<file path="src/rtl/video_timing_pkg.sv">
// 720p60 raster timing constants and helpers.
// The sprite generators derive SCREEN_WIDTH/SCREEN_HEIGHT from the same constants.
package video_timing_pkg;
    localparam int ACTIVE_H = 1280;
    localparam int H_FP     = 110;
    localparam int H_SYNC   = 40;
    localparam int H_BP     = 220;
    localparam int ACTIVE_V = 720;
    localparam int V_FP     = 5;
    localparam int V_SYNC   = 5;
    localparam int V_BP     = 20;
    localparam int TOTAL_H  = ACTIVE_H + H_FP + H_SYNC + H_BP;
    localparam int TOTAL_V  = ACTIVE_V + V_FP + V_SYNC + V_BP;

    localparam int HCOUNT_W = 11;
    localparam int VCOUNT_W = 10;
    localparam int FC_W     = 6;

    typedef struct packed {
        logic hs;
        logic vs;
        logic ad;
    } sync_t;

    // Half-open window test: lo <= cnt < hi.
    function automatic logic in_window(input int cnt, input int lo, input int hi);
        return (cnt >= lo) && (cnt < hi);
    endfunction
endpackage

</file>
<file path="src/rtl/video_sig_gen_pipe.sv">
// Fixed-latency shift register with async active-low reset.
// STAGES=0 gives a plain combinational pass-through.
module pipe #(
    parameter int WIDTH  = 1,
    parameter int STAGES = 1
) (
    input  logic             i_clk,
    input  logic             i_rst_n,
    input  logic [WIDTH-1:0] i_d,
    output logic [WIDTH-1:0] o_q
);
    if (STAGES == 0) begin : g_pass
        logic w_unused;
        assign w_unused = &{1'b0, i_clk, i_rst_n};
        assign o_q      = i_d;
    end else begin : g_shift
        logic [WIDTH-1:0] r_stage [STAGES];

        always_ff @(posedge i_clk or negedge i_rst_n) begin
            if (!i_rst_n) begin
                for (int i = 0; i < STAGES; i++) begin
                    r_stage[i] <= '0;
                end
            end else begin
                r_stage[0] <= i_d;
                for (int i = 1; i < STAGES; i++) begin
                    r_stage[i] <= r_stage[i-1];
                end
            end
        end

        assign o_q = r_stage[STAGES-1];
    end
endmodule

</file>
<file path="src/rtl/video_sig_gen.sv">
// Raster timing generator: registered hcount/vcount, syncs, active-draw, new-frame pulse and
// frame counter, plus a delayed hs/vs/ad copy that lines up with pipelined pixel generators.
module video_sig_gen
    import video_timing_pkg::*;
#(
    parameter int ACTIVE_H   = video_timing_pkg::ACTIVE_H,
    parameter int H_FP       = video_timing_pkg::H_FP,
    parameter int H_SYNC     = video_timing_pkg::H_SYNC,
    parameter int H_BP       = video_timing_pkg::H_BP,
    parameter int ACTIVE_V   = video_timing_pkg::ACTIVE_V,
    parameter int V_FP       = video_timing_pkg::V_FP,
    parameter int V_SYNC     = video_timing_pkg::V_SYNC,
    parameter int V_BP       = video_timing_pkg::V_BP,
    parameter int FPS        = 60,
    parameter int SYNC_DELAY = 2
) (
    input  logic                clk_in,
    input  logic                rst_n_in,
    output logic [HCOUNT_W-1:0] hcount_out,
    output logic [VCOUNT_W-1:0] vcount_out,
    output logic                hs_out,
    output logic                vs_out,
    output logic                ad_out,
    output logic                nf_out,
    output logic [FC_W-1:0]     fc_out,
    output logic                hs_dly_out,
    output logic                vs_dly_out,
    output logic                ad_dly_out
);
    localparam int TOTAL_H = ACTIVE_H + H_FP + H_SYNC + H_BP;
    localparam int TOTAL_V = ACTIVE_V + V_FP + V_SYNC + V_BP;

    if (TOTAL_H > 2048 || TOTAL_H > (1 << HCOUNT_W)) begin : g_bad_total_h
        $error("video_sig_gen: TOTAL_H=%0d does not fit the hcount width", TOTAL_H);
    end
    if (TOTAL_V > 1024 || TOTAL_V > (1 << VCOUNT_W)) begin : g_bad_total_v
        $error("video_sig_gen: TOTAL_V=%0d does not fit the vcount width", TOTAL_V);
    end
    if (FPS < 1 || FPS > (1 << FC_W)) begin : g_bad_fps
        $error("video_sig_gen: FPS=%0d does not fit the frame counter", FPS);
    end

    logic [HCOUNT_W-1:0] r_h_cnt;
    logic [VCOUNT_W-1:0] r_v_cnt;
    logic [HCOUNT_W-1:0] r_hcount;
    logic [VCOUNT_W-1:0] r_vcount;
    logic                r_hs, r_vs, r_ad, r_nf;
    logic [FC_W-1:0]     r_fc;
    logic                w_h_wrap, w_v_wrap, w_hs, w_vs, w_ad, w_nf;
    sync_t               w_sync, w_sync_dly;

    assign w_h_wrap = (r_h_cnt == HCOUNT_W'(TOTAL_H - 1));
    assign w_v_wrap = (r_v_cnt == VCOUNT_W'(TOTAL_V - 1));

    // Flags are decoded from the same counter value that is registered onto hcount/vcount,
    // so each output cycle is a self-consistent tuple.
    assign w_hs = in_window(int'(r_h_cnt), ACTIVE_H + H_FP, ACTIVE_H + H_FP + H_SYNC);
    assign w_vs = in_window(int'(r_v_cnt), ACTIVE_V + V_FP, ACTIVE_V + V_FP + V_SYNC);
    assign w_ad = in_window(int'(r_h_cnt), 0, ACTIVE_H) && in_window(int'(r_v_cnt), 0, ACTIVE_V);
    assign w_nf = (r_h_cnt == HCOUNT_W'(ACTIVE_H)) && (r_v_cnt == VCOUNT_W'(ACTIVE_V));

    always_ff @(posedge clk_in or negedge rst_n_in) begin
        if (!rst_n_in) begin
            r_h_cnt <= '0;
            r_v_cnt <= '0;
        end else begin
            r_h_cnt <= w_h_wrap ? '0 : r_h_cnt + 1'b1;
            if (w_h_wrap) begin
                r_v_cnt <= w_v_wrap ? '0 : r_v_cnt + 1'b1;
            end
        end
    end

    always_ff @(posedge clk_in or negedge rst_n_in) begin
        if (!rst_n_in) begin
            r_hcount <= '0;
            r_vcount <= '0;
            r_hs     <= 1'b0;
            r_vs     <= 1'b0;
            r_ad     <= 1'b0;
            r_nf     <= 1'b0;
            r_fc     <= '0;
        end else begin
            r_hcount <= r_h_cnt;
            r_vcount <= r_v_cnt;
            r_hs     <= w_hs;
            r_vs     <= w_vs;
            r_ad     <= w_ad;
            r_nf     <= w_nf;
            if (w_nf) begin
                r_fc <= (r_fc == FC_W'(FPS - 1)) ? '0 : r_fc + 1'b1;
            end
        end
    end

    assign w_sync = '{hs: r_hs, vs: r_vs, ad: r_ad};

    pipe #(
        .WIDTH  ($bits(sync_t)),
        .STAGES (SYNC_DELAY)
    ) u_sync_pipe (
        .i_clk   (clk_in),
        .i_rst_n (rst_n_in),
        .i_d     (w_sync),
        .o_q     (w_sync_dly)
    );

    assign hcount_out = r_hcount;
    assign vcount_out = r_vcount;
    assign hs_out     = r_hs;
    assign vs_out     = r_vs;
    assign ad_out     = r_ad;
    assign nf_out     = r_nf;
    assign fc_out     = r_fc;
    assign hs_dly_out = w_sync_dly.hs;
    assign vs_dly_out = w_sync_dly.vs;
    assign ad_dly_out = w_sync_dly.ad;
endmodule

</file>
<file path="config.mk">
export PLATFORM = sky130hd
export DESIGN_NAME = video_sig_gen
export DESIGN_NICKNAME = d
export VERILOG_FILES = /design/src/rtl/video_timing_pkg.sv /design/src/rtl/video_sig_gen_pipe.sv /design/src/rtl/video_sig_gen.sv
export SDC_FILE = /design/constraint.sdc
export NUM_CORES = 1
export LEC_CHECK = 0
export CORE_UTILIZATION = 30
export CTS_CLUSTER_SIZE = 12
export DETAILED_ROUTE_END_ITERATION = 6
export PLACE_DENSITY_LB_ADDON = 0.05
export RECOVER_POWER = 100
export SYNTH_ARGS = -nofsm -noshare
export SYNTH_HDL_FRONTEND = slang
export SYNTH_SLANG_ARGS = --single-unit
</file>
<file path="constraint.sdc">
create_clock -name clk_in -period 2.6 [get_ports clk_in]
set_input_delay 0.52 -clock clk_in [delete_from_list [all_inputs] [get_ports clk_in]]
set_output_delay 0.52 -clock clk_in [all_outputs]
set_load 0.01 [all_outputs]
</file>
Yosys cells after proc, flatten, opt, wreduce, memory -nomap -nowiden
Index checks and enable logic that the tools add are counted.
{"block": "totals", "ff_bits": 58, "output_inout_bits": 34}
{"block": "op_classes", "eq_ne": 5, "n_addsub": 3, "n_mux": 3, "reduce_logical": 4, "order_cmp": 6}
{"op": "equality test 11 bit, second input constant", "n": 2}
{"op": "< comparator 11 bit, second input constant", "n": 2}
{"op": "equality test 10 bit, second input constant", "n": 2}
{"op": "< comparator 10 bit, second input constant", "n": 2}
{"op": "adder 11 x 1 -> 11 bit, second input constant", "n": 1}
{"op": ">= comparator 11 bit, second input constant", "n": 1}
{"op": "two-way mux 11 bit", "n": 1}
{"op": "adder 10 x 1 -> 10 bit, second input constant", "n": 1}
{"op": ">= comparator 10 bit, second input constant", "n": 1}
{"op": "two-way mux 10 bit", "n": 1}
{"op": "adder 6 x 1 -> 6 bit, second input constant", "n": 1}
{"op": "equality test 6 bit, second input constant", "n": 1}
{"op": "two-way mux 6 bit", "n": 1}
{"op": "logical AND 1 bit", "n": 4}

Logic depth before layout (Yosys ltp)
Gate-level depths: netlist of run 1.
{"block": "depth", "word_depth": 2, "mapped_depth": 7, "mapped_depth_nobuf": 6}

By module
Synthesis of run 1 repeated with hierarchy kept, for this count alone.
{"block": "unflattened", "hier_cells": 208, "area_unflattened_um2": 2403.6}
{"module": "video_sig_gen", "n_inst": 1, "seq_area_each_um2": 1301.2, "area_per_inst_um2": 2230.9, "cells_each": 199}
{"module": "pipe", "n_inst": 1, "seq_area_each_um2": 150.1, "area_per_inst_um2": 172.7, "cells_each": 9}

Worst setup path before layout of run 1
No wires, ideal clock.
{"block": "synth_path", "kind": "flip-flop to flip-flop", "from": "register r_h_cnt[2]", "to": "register r_fc[1], in the netlist fc_out[1]", "required_time_ps": 2475, "t_arrival_ps": 1684, "setup_slack_ps": 791, "stages_incl_launch_ff": 6, "setup_ps": 125, "synth_period_minus_slack_ps": 1809, "path_buffers": 1, "cell_sequence": "dfrtp_1 buf_6 nor4b_4 nand4_4 or3_4 mux2_4"}
{"block": "synth_via", "elab_chain_cells": 2}
{"item": "start, declared", "line_no": "video_sig_gen.sv:43", "rtl": "logic [HCOUNT_W-1:0] r_h_cnt;"}
{"item": "start signal, assigned", "line_no": "video_sig_gen.sv:67", "rtl": "r_h_cnt <= w_h_wrap ? '0 : r_h_cnt + 1'b1;"}
{"item": "equality test 11 bit", "line_no": "video_sig_gen.sv:60", "rtl": "assign w_nf = (r_h_cnt == HCOUNT_W'(ACTIVE_H)) && (r_v_cnt == VCOUNT_W'(ACTIVE_V));"}
{"item": "logical AND 1 bit", "line_no": "video_sig_gen.sv:60"}
{"item": "end signal, assigned", "line_no": "video_sig_gen.sv:91", "rtl": "r_fc <= (r_fc == FC_W'(FPS - 1)) ? '0 : r_fc + 1'b1;"}
{"item": "end, declared", "line_no": "video_sig_gen.sv:48", "rtl": "logic [FC_W-1:0] r_fc;"}
Every way passes these cells.
A chain may end at the register's enable or synchronous reset.

Worst setup path after layout of run 1
{"block": "layout_path", "from": "register r_v_cnt[2]", "to": "register r_fc[1], in the netlist fc_out[1]"}
{"block": "layout_via", "elab_chain_cells": 2}
{"item": "start, declared", "line_no": "video_sig_gen.sv:44", "rtl": "logic [VCOUNT_W-1:0] r_v_cnt;"}
{"item": "start signal, assigned", "line_no": "video_sig_gen.sv:69", "rtl": "r_v_cnt <= w_v_wrap ? '0 : r_v_cnt + 1'b1;"}
{"item": "equality test 10 bit", "line_no": "video_sig_gen.sv:60"}
{"item": "logical AND 1 bit", "line_no": "video_sig_gen.sv:60"}
Every way passes these cells.

==> metrics.md, run 1 <==
| Metric | Value |
|---|---|
| Status | complete, no violations |
| Standard-cell row count | 32 |
| Global placer's final weighted congestion | 0.731 |
| Post-Syn Nets | 212 |
| Max VDD drop | 0.188 mV |
| Worst-Margin Slew | 1.41 ns |
| Antenna violations before repair | 0 |
| CTS buffer count | 9 |
| Min cycle time layout | 2.01 ns |
| DR pass1 iterations | 4 |
| YS warnings | 0 |
| Congestion Overflow GR | 0 |
| CP Class | register to register |
| Max-cap violations | 0 |
| Clock Skew | 0.0109 ns |
| GRT Util Overall | 12.8% |
| Post-synth EDFFs | 0 |
| Crit path launch type | register |
| Final Max Tran Viols | 0 |
| Final setup viols | 0 |
| WL met3 | 170 µm |
| Design Power | 1.63 mW |
| Initial Util | 31.1% |
| Hold buffer count at CTS | 0 |
| Clock buffer depth | 2 |
| Post-route clock period utilization | 77.3% |
| DPL Wire Length | 3.06 mm |
| CTS root buf | clkbuf_8 |
| Slew headroom | 5.85% |
| First-pass GRT wire length | 8.04 mm |
| Vias | 1590 |
| Highest metal used | met4 |
| Post-route ant nets | 0 |
| CP Capture Type | register |
| Core area | 7770 µm² |
| RSZ-0062 raised after global routing | no |
| Area growth syn-to-layout | 24.8% |
| Max Clk Rate | 498 MHz |
| Multi-input gate area | 876 µm² |
| Worst Hold Slack | 0.347 ns |
| Chip height | 91.7 µm |
| Fillers | 787 |
| Ports | 36 |
| Leakage | 1.40 nW |
| Crit Path Max Fanout | 11 |
| Number of vias per cell | 4.56 |
| Violation count after the first detailed-route iteration | 41 |
| Final #Nets | 252 |
| Hold Fails Final Rpt | 0 |
| Crit path required time | 2.81 ns |
| Final instance area | 3010 µm² |
| Asr flop ratio synth | 100% |
| Metal2 WL | 2.07 mm |
| CTS tree | yes |
| Die area | 8410 µm² |
| # DRC | 0 |
| Wl on met1 | 2.34 mm |
| # port buffers | 35 |
| Vias in the first global route | 1609 |
| Largest net degree at the start of global routing | 59 |
| Synth Instances | 203 |
| Post-synthesis sequential area ratio | 60.1% |
| Area post-placement | 2860 µm² |
| P per Cell Area | 542 nW/µm² |
| Worst endpoint data arrival time | 2.22 ns |
| Yosys cell types | 44 |
| Diode count | 0 |
| Die Wd | 91.7 µm |
| Mapped Area | 2410 µm² |
| Clk slew on worst S/H paths | 0.06 ns |
| CTS sink cnt | 58 |
| FF/Latch Area | 1450 µm² |
| Prevailing post-synth register cell | dfrtp_1 |
| Share of layout cells above drive strength 1 | 9.72% |
| WL per Instance | 13.4 µm |
| Worst skew pair latency | 0.33 ns |
| Min-delay worst type | register to register |
| Mean Syn Cell Area | 11.9 µm² |
| Post_cts resized | 0 |
| Post-CTS Setup Inserts | 0 |
| Setup TNS | 0 ns |
| H-tree levels | 3 |
| Synth Register Bits | 58 |
| Final wirelength | 4.69 mm |
[layer usage]
metal,GRT usage (%),vias up
met5,0,-
met4,7.29,0
met3,4.98,8
met2,18.5,34
met1,16.4,748
li1,-,800
[registers in the layout, summed over array words and instances (netlist names)]
register                     cells
ad_out                           1
vcount_out                      10
r_h_cnt                         11
nf_out                           1
r_v_cnt                         10
u_sync_pipe.g_shift.r_stage      3
u_sync_pipe.o_q                  3
vs_out                           1
hs_out                           1
fc_out                           6
hcount_out                      11
[stage by stage]
stage / worst slack [ns] / utilization, % / instances
floorplan: 0.791 / - / 203
global placement: 0.599 / 36.8 / 334
detailed placement: 0.600 / 36.8 / 334
CTS: 0.594 / 39.0 / 349
global route: 0.366 / 38.8 / 349
finish: 0.591 / 38.8 / 349
[cell usage after synthesis (2+ instances only)]
master / n / share of area [%]
dfrtp_1: 58 / 60
nand3_1: 15 / 3.1
nor2_1: 15 / 2.3
inv_1: 10 / 1.6
a21oi_1: 8 / 1.7
nand2_1: 8 / 1.2
o21ai_0: 8 / 1.7
ha_1: 7 / 3.6
nand4_1: 6 / 1.6
xnor2_1: 6 / 2.2
nor3_1: 4 / 0.83
o31ai_1: 4 / 1.2
xor2_1: 4 / 1.5
and3_1: 3 / 0.78
buf_2: 3 / 0.62
clkbuf_1: 3 / 0.47
mux2i_1: 3 / 1.2
a31oi_1: 2 / 0.52
and2_1: 2 / 0.52
and3_2: 2 / 0.62
and4b_1: 2 / 0.83
mux2_2: 2 / 0.93
nand3b_1: 2 / 0.62
nor4_1: 2 / 0.52
o211ai_1: 2 / 0.62
o41ai_1: 2 / 0.73
or2_2: 2 / 0.52
or3_1: 2 / 0.52
[area by class of cell]
cell class | instances | share of cell area (%)
clock inverter | 3 | 0.498
inverter | 10 | 1.25
tap | 102 | 4.24
timing repair buffer | 36 | 11.6
clock buffer | 12 | 5.15
sequential | 58 | 48.2
multi-input combinational | 128 | 29.1
[path summary, 6_finish.rpt]
| path | startpoint | slack, ns | end | cells after the start |
|---|---|---|---|---|
| max | r_v_cnt[2] | 0.59 | fc_out[1] | 4 |
| min | u_sync_pipe.g_shift.r_stage[4] | 0.35 | u_sync_pipe.o_q[1] | 0 |
| max reg2reg | r_v_cnt[2] | 0.59 | fc_out[1] | 4 |
| min reg2reg | u_sync_pipe.g_shift.r_stage[4] | 0.35 | u_sync_pipe.o_q[1] | 0 |
| max in group asynchronous | rst_n_in | 1.15 | r_h_cnt[3] | 2 |
| min in group asynchronous | rst_n_in | 0.61 | u_sync_pipe.o_q[0] | 2 |
[layout by cell type (no fill, tap or decap), drive strengths merged, types with 3 or more instances in the layout]
cell type,netlist,final
nor2,15,15
clkinv,0,3
nand3,15,15
dfrtp,58,58
mux2i,3,3
dlygate4sd3,0,34
mux2,3,3
nand2,8,8
or3,3,3
and3,5,5
nand4,7,7
xor2,4,4
clkbuf,3,13
a21oi,8,8
ha,7,7
nor3,4,4
inv,10,10
o31ai,4,4
xnor2,6,6
o21ai,8,8
[cell families after synthesis]
logic type                 after synthesis  share of synthesized area [%]
muxes                                    6                           2.80
buffers and inverters                   17                           3.11
AOI/OAI and AO/OA                       31                           8.35
adders and majority gates                7                           3.63
xor gates and xnor gates                10                           3.63
DFF                                     58                           60.1
and+or+nand+nor                         74                           18.4
[worst max-delay path, cell delays in order (launching register included)]
cell and delay [ns]:
dfrtp_1 0.52, nor4_1 0.33, nand4_1 0.27, or3_1 0.44, mux2_1 0.34
[report_power, final]
group          internal [mW]  total [mW]  switching (mW)
logic               0.000964      0.0178          0.0168
registers              0.903       0.903               0
clock network          0.387       0.712           0.324
total                   1.29        1.63           0.341
Power figures use the tool's default switching activity.
==> run 2, diff against run 1 <==
Clock period 2.6 ns to 1.8 ns, I/O delays scaled along.
==> metrics.md, run 2 (synthesized netlist as in run 1, its figures left out) <==
| Metric | Value |
|---|---|
| Worst R2R Setup Slack | 0.03 ns |
| Crit path launch type | register |
| Sw frac | 21.1% |
| Final #Nets | 278 |
| Pint | 2.01 mW |
| Min cycle time layout | 1.77 ns |
| Worst reg2reg endpoint | fc_out[1] |
| Worst-Margin Slew | 1.42 ns |
| Initial Util | 31.1% |
| CTS sink cnt | 58 |
| Worst-case reg-to-reg path depth | 5 |
| CTS buffer count | 9 |
| Design Power | 2.55 mW |
| DR pass1 iterations | 4 |
| Crit Path Max Fanout | 8 |
| Crit Reg-Reg Startpoint | r_v_cnt[2] |
| Ports | 36 |
| Final core occ | 41.5% |
| Chip height | 91.7 µm |
| Number of vias per cell | 4.66 |
| Final worst setup slack | 0.0307 ns |
| Final wirelength | 5.24 mm |
| # DRC | 0 |
| Commonest non-fill, non-tap cell in the layout | dfrtp_1 |
| Worst skew pair latency | 0.34 ns |
| Crit path buf inv count | 1 |
| Clock Skew | 0.00692 ns |
| Crit path required time | 1.44 ns |
| # port buffers | 35 |
| Setup TNS | 0 ns |
| Crit. path cell count | 1 |
| Largest net degree at the start of global routing | 59 |
| Crit path from | fc_out[5] |
| Crit path max-delay family | buffers and inverters |
| Post-route ant nets | 0 |
| Core area | 7770 µm² |
| Congestion Overflow GR | 0 |
| Min-delay worst type | register to register |
| H-tree levels | 3 |
| RSZ-0062 raised after global routing | yes |
| Final setup viols | 0 |
| Worst endpoint data arrival time | 1.41 ns |
| Violation count after the first detailed-route iteration | 65 |
| Clk slew on worst S/H paths | 0.06 ns |
| Leakage | 1.46 nW |
| Flop pwr share | 51.1% |
| Hold buffer count at CTS | 0 |
| Share of layout cells above drive strength 1 | 15.7% |
| Clock buffer depth | 2 |
| Critical Path Max Stage Delay | 0.59 ns |
| Hold Fails Final Rpt | 0 |
| Area growth syn-to-layout | 33.5% |
| CP Class | register to output pin |
| DPL Wire Length | 3.49 mm |
| First-pass GRT wire length | 8.49 mm |
| Status | complete, no violations |
| Max Clk Rate | 565 MHz |
| Standard-cell row count | 32 |
| Finished Layout Cells | 376 |
| CTS root buf | clkbuf_8 |
| Combinational Power Share | 1.0% |
| Final Max Tran Viols | 0 |
| Vias | 1754 |
| Slew headroom | 5.66% |
| Antenna violations before repair | 0 |
| CTS tree | yes |
| Post-route clock period utilization | 98.3% |
| P per Cell Area | 791 nW/µm² |
| Diode count | 0 |
| Die area | 8410 µm² |
| Worst setup endpoint | fc_out[5] |
| Placed insts | 359 |
| Post-Place Worst Slack | -0.0107 ns |
| Slowest CP cell | clkdlybuf4s50_1 |
| Switching power | 538 µW |
| WL per Instance | 13.9 µm |
| Vias in the first global route | 1665 |
| CP Capture Type | output pin |
| Critical-path cell list | clkdlybuf4s50_1 |
| Clock power frac | 47.9% |
| GRT Util Overall | 13.4% |
| Commonest non-fill, non-tap cells in the layout | dfrtp_1 (58), dlygate4sd3_1 (28), clkbuf_1 (17) |
| Die Wd | 91.7 µm |
| Global placer's final weighted congestion | 0.705 |
| Max-cap violations | 0 |
| Max VDD drop | 0.309 mV |
## run 2: worst min-delay path by stage
| stage | startpoint | to | slack (ns) | depth (start not counted) |
|---|---|---|---|---|
| final | u_sync_pipe.g_shift.r_stage[4] | u_sync_pipe.o_q[1] | 0.35 | 0 |
| after global placement | u_sync_pipe.g_shift.r_stage[4] | u_sync_pipe.o_q[1] | 0.33 | 0 |
| after detailed placement | u_sync_pipe.g_shift.r_stage[4] | u_sync_pipe.o_q[1] | 0.34 | 0 |
| after CTS | rst_n_in | u_sync_pipe.o_q[0] | 0.02 | 2 |
| after floorplan | rst_n_in | ad_out | 0.06 | 0 |
| after global routing | u_sync_pipe.g_shift.r_stage[3] | u_sync_pipe.o_q[0] | 0.37 | 0 |
## run 2: timing repair
item / in CTS / in global routing
pin swaps: 0 / 4
setup buffers: 0 / 1
endpoints found under the setup margin: 2 / 14
gates resized for setup: 1 / 7
## run 2: layer usage
metal	up-vias	GRT usage, %	wire, µm
met2	39	19.5	2480
met4	0	5.47	82
li1	851	-	-
met3	10	4.56	210
met5	-	0	0
met1	854	18.3	2470
## run 2: cell type report
cell class              instances  area [µm²]
clock inverters                 5        52.6
well taps                     102         128
inverters                      10        37.5
fillers                       796        4540
clock buffers                  11         151
multi-input cells             128         921
flip-flops and latches         58        1450
repair buffers                 62         482
## run 2: power by group through the flow
| stage | Combinational [mW] | Clock (mW) | Sequential [mW] |
|---|---|---|---|
| 4_1_cts | 0.0332 | 1.26 | 1.30 |
| 5_1_grt | 0.0313 | 1.32 | 1.30 |
| 2_1_floorplan | 0.000000347 | 0 | 1.33 |
| 6_report | 0.0258 | 1.22 | 1.30 |
| 3_3_place_gp | 0.0337 | 0 | 1.33 |
| 3_5_place_dp | 0.0332 | 0 | 1.33 |
## run 2: through the flow
step,instance area [µm²],hold slack (ns)
after floorplan,2410,0.0644
after global placement,3060,0.332
after detailed placement,3060,0.336
after CTS,3270,0.0200
after global routing,3220,0.366
final,3220,0.351
